## src/rtl/decode_s1_rx.sv

```systemverilog
// decode_s1_rx: two-entry skid FIFO between decode stage 1 and register read.
// Optional zero-latency bypass when empty: define DECODE_S1_RX_BYPASS_EN.
module decode_s1_rx #(
  parameter int PAYLOADW = 163,
  parameter int STALLW   = 16
) (
  input  logic                clk,
  input  logic                reset,
  input  logic                flush,
  input  logic                s1_valid,
  output logic                s1_ready,
  input  logic [PAYLOADW-1:0] s1_payload,
  output logic                s2_valid,
  input  logic                s2_ready,
  output logic [PAYLOADW-1:0] s2_payload,
  output logic [1:0]          occupancy,
  output logic [STALLW-1:0]   stall_count,
  input  logic                stall_clear
);

  logic [PAYLOADW-1:0] mem [2];
  logic                wr_ptr;
  logic                rd_ptr;
  logic [1:0]          count;
  logic                bypass;
  logic                push;
  logic                pop;
  logic                wr_en;
  logic                rd_en;

`ifdef DECODE_S1_RX_BYPASS_EN
  assign bypass = (count == 2'd0) & s1_valid & ~flush & ~reset;
`else
  assign bypass = 1'b0;
`endif

  // Ready looks only at registered state and flush, so s2_ready never reaches decode.
  assign s1_ready   = (count != 2'd2) & ~flush & ~reset;
  assign s2_valid   = ((count != 2'd0) | bypass) & ~flush;
  assign s2_payload = bypass ? s1_payload : mem[rd_ptr];
  assign occupancy  = count;

  assign push  = s1_valid & s1_ready;
  assign pop   = s2_valid & s2_ready;
  // A bypassed bundle that is taken downstream never lands in storage.
  assign wr_en = push & ~(bypass & pop);
  assign rd_en = pop & ~bypass;

  always_ff @(posedge clk) begin
    if (wr_en) mem[wr_ptr] <= s1_payload;
  end

  always_ff @(posedge clk or posedge reset) begin
    if (reset) begin
      count  <= 2'd0;
      wr_ptr <= 1'b0;
      rd_ptr <= 1'b0;
    end else if (flush) begin
      count  <= 2'd0;
      wr_ptr <= 1'b0;
      rd_ptr <= 1'b0;
    end else begin
      if (wr_en) wr_ptr <= ~wr_ptr;
      if (rd_en) rd_ptr <= ~rd_ptr;
      case ({wr_en, rd_en})
        2'b10:   count <= count + 2'd1;
        2'b01:   count <= count - 2'd1;
        default: count <= count;
      endcase
    end
  end

  always_ff @(posedge clk or posedge reset) begin
    if (reset) begin
      stall_count <= '0;
    end else if (stall_clear) begin
      stall_count <= '0;
    end else if (s2_valid & ~s2_ready & ~(&stall_count)) begin
      stall_count <= stall_count + 1'b1;
    end
  end

endmodule

```

## config.mk

```make
export PLATFORM = sky130hd
export DESIGN_NAME = decode_s1_rx
export DESIGN_NICKNAME = d
export VERILOG_FILES = /design/src/rtl/decode_s1_rx.sv
export SDC_FILE = /design/constraint.sdc
export NUM_CORES = 1
export LEC_CHECK = 0
export CORE_MARGIN = 1
export CORE_UTILIZATION = 48
export DETAILED_ROUTE_END_ITERATION = 12
export GPL_ROUTABILITY_DRIVEN = 0
export MAX_ROUTING_LAYER = met4
export PLACE_DENSITY = 0.83
export REMOVE_ABC_BUFFERS = 1
export SYNTH_ARGS = -nofsm -noshare
export SYNTH_HDL_FRONTEND = slang
export SYNTH_SLANG_ARGS = --single-unit
```

## constraint.sdc

```tcl
create_clock -name clk -period 11.31 [get_ports clk]
set_input_delay 2.8275 -clock clk [delete_from_list [all_inputs] [get_ports clk]]
set_output_delay 2.8275 -clock clk [all_outputs]
set_load 0.02 [all_outputs]
```

==> results by group <==
STA
  – Slew margin rel.: 22.3%
  – Worst Clk Skew: 0.0142 ns
  – Unrepaired setup endpoints after global routing: no
  – Minimum clock period: 7.25 ns
  – Pins Over Slew Limit: 0
  – Peak Freq: roughly 140 MHz
  – Tcrit/Tclk final: 64.1%
  – Slew @ Worst Pin: 1.16 ns
  – Endpoints failing hold: 0
  – Setup tns final: 0 ns
  – # setup viols final: 0

Status
  – Status: finished clean

Logic synthesis
  – Post-synthesis xor/xnor area fraction: 0.891%
  – Cell taking the most area after synthesis: edfxtp_1
  – Mapped cell area: about 13000 um2
  – Cells after synthesis: slightly above 600
  – Mux cell area share after synthesis: 14.4%
  – Post-synthesis sequential area ratio: between 80% and 90%
  – Asr flop ratio synth: 5.78%
  – Synth Area in Compound Gates: less than 1%
  – Count of cell types in the netlist: 37
  – Count leader, synth: edfxtp_1
  – Share of the synthesized area in the top cell type: 76.6%
  – Synth Area in Adders: less than 1%
  – Ys flop type: edfxtp_1
  – Area contributors post-synth: edfxtp_1 (77%), mux2_2 (14%), dfrtp_1 (3.9%), clkbuf_1 (0.59%), nor2_1 (0.53%)
  – Syn. warnings: 0
  – Number of synthesized flops with an enable pin: 326
  – Post-synthesis simple-gate area fraction: 2.67%
  – #FFs+latches synth: between 300 and 400
  – Largest family of logic cells by synthesized area: multiplexers
  – Top cells by count, synth: edfxtp_1 (326), mux2_2 (163), clkbuf_1 (20), dfrtp_1 (20), nor2_1 (18)
  – Average size of a mapped cell: 20.5 um2

GRT
  – Vias in the first global route: 7357
  – Gr ovfl total: 0
  – First-pass GRT wire length: just under 40000 um
  – Overall Global Routing Usage: 20.0%
  – Largest net degree at the start of global routing: 79
  – Initial antenna violation count: 2

Finish
  – Layout cells sized above 1: 22.1%
  – Fin area: 17800 um2
  – Final design utilization: 68.4%
  – Fillers: 1694
  – FF/Latch Area: approximately 10000 um2
  – Fin nets: between 1000 and 1500
  – Multi-input logic area: 2420 um2
  – Area growth syn-to-layout: 39.5%

Floorplanning
  – Starting Density: 49.1%
  – I/O Pins: 352
  – Chip width: 165 um
  – Row count: 59
  – Core Area: roughly 26000 um2
  – Die area: approximately 27000 um2
  – Die height: 165 um

Clock network
  – Clock Latency Late Sink: 0.50 ns
  – CTS tree: done
  – Clock Sinks: 346
  – Postcts setup bufs: 0
  – Clk slew on worst S/H paths: 0.05 ns
  – Post-cts gate resize count: 0
  – Clock Tree Root: clkbuf_16
  – CTS max path bufs: 3
  – CTS buffer count: 37
  – Post-CTS Hold Buffers: 0
  – CTS H-tree lvls: 2

Setup path
  – CP required: 8.48 ns
  – WS Path Type: input pin to primary output
  – WP data arrival: 4.42 ns
  – Nature of the critical path startpoint: input pin
  – R2R setup slack: 7.61 ns
  – Crit end category: primary output
  – Crit Path Max Fanout: 6

Job
  – Maximum capacitance violations: 0

Drt
  – DRC: 0
  – DRT Wirelength: ~27000 um
  – First-pass detailed-route iteration total: 4
  – Wire length per cell: 20.2 um
  – DR vias: 6996
  – DRC marker count from the first detailed-route iteration: about 410
  – Routed Antenna Nets: 0
  – Routed vias/inst: 5.14

Power and ir drop
  – Cell area power density: 159 nW/um2
  – Leakage dissipation: 0.00595 uW
  – Peak supply drop: 126 uV
  – Total power: about 2800 uW

Placement
  – Placed cell area: 16700 um2
  – Port buffer count: 351
  – Dpl hpwl: between 15000 and 20000 um

Min path
  – Hold WC Path Type: flop to flop
[logic make-up after synthesis]
| logic type | Yosys count |
|---|---|
| XOR/XNOR | 13 |
| multiplexers | 164 |
| AO/OA/AOI/OAI | 16 |
| buffers and inverters | 22 |
| flip-flops | 346 |
| AND/OR/NAND/NOR | 61 |
| adder cells (fa/ha/maj) | 1 |
[path summary, 6_finish.rpt]
path                                       from         endpoint  cells after the start
worst max-delay path                      flush         s1_ready                      3
worst min-delay path            stall_count[10]  stall_count[10]                      2
worst max register to register     occupancy[0]       mem[1][51]                      5
worst min register to register  stall_count[10]  stall_count[10]                      2
max in group asynchronous                 reset           rd_ptr                      2
min in group asynchronous                 reset     occupancy[1]                      2
[layer usage]
| layer | track usage (%) | routed length [um] | part of all wire, % |
|---|---|---|---|
| met4 | 8.26 | 877 | 3.2 |
| met5 | - | 0 | 0 |
| met1 | 22.0 | 9780 | 36 |
| met3 | 5.89 | 2430 | 8.9 |
| met2 | 33.8 | 14300 | 52 |
[flip-flops by register name, indices dropped and copies added, names as in the netlist]
register	count
occupancy	2
wr_ptr	1
stall_count	16
mem	326
rd_ptr	1
[report_power, final]
part / internal, uW / total (uW) / switching (uW)
logic: 147 / 268 / 121
registers: 1430 / 1440 / 7.59
clock network: 674 / 1130 / 451
total: 2250 / 2830 / 580
[placed cells by master (no fill, tap or decap), types with 5 or more instances in the layout]
cell             netlist  routed
clkdlybuf4s50_1        0     351
clkbuf_1              20       8
mux2_2               163     163
clkinv_2               0       5
nor2_1                18      17
dfrtp_1               20      19
clkinv_1               0       9
xor2_1                 7       7
nand4_1                8       8
edfxtp_1             326     326
buf_4                  0       6
xnor2_1                6       6
nand2_1                8       8
o21ai_0                7       7
nor3_1                 6       6
a21oi_1                5       5
clkbuf_16              0      37
[worst max-delay path, cell delays in order]
cell	delay (ns)
clkdlybuf4s50_1	0.52
nor3_1	0.39
clkdlybuf4s50_1	0.68
[through the flow]
stage / instances / setup WS (ns) / hold WS [ns]
detailed placement: 1294 / 4.06 / 0.586
floorplan: 602 / 0.234 / 0.519
global placement: 1294 / 4.14 / 0.568
finish: 1360 / 4.06 / 0.596
global route: 1360 / 3.92 / 0.645
CTS: 1358 / 4.04 / 0.601
[final cells by class]
class                           count  area share (%)
Clock buffer                       46            5.44
Tap cell                          335            2.35
Clock inverter                     18           0.884
Inverter                            1          0.0211
Multi-Input combinational cell    255            13.6
Timing Repair Buffer              357            20.0
Sequential cell                   346            57.7
Antenna cell                        2          0.0281
No activity file was read; power rests on OpenSTA's default activity.
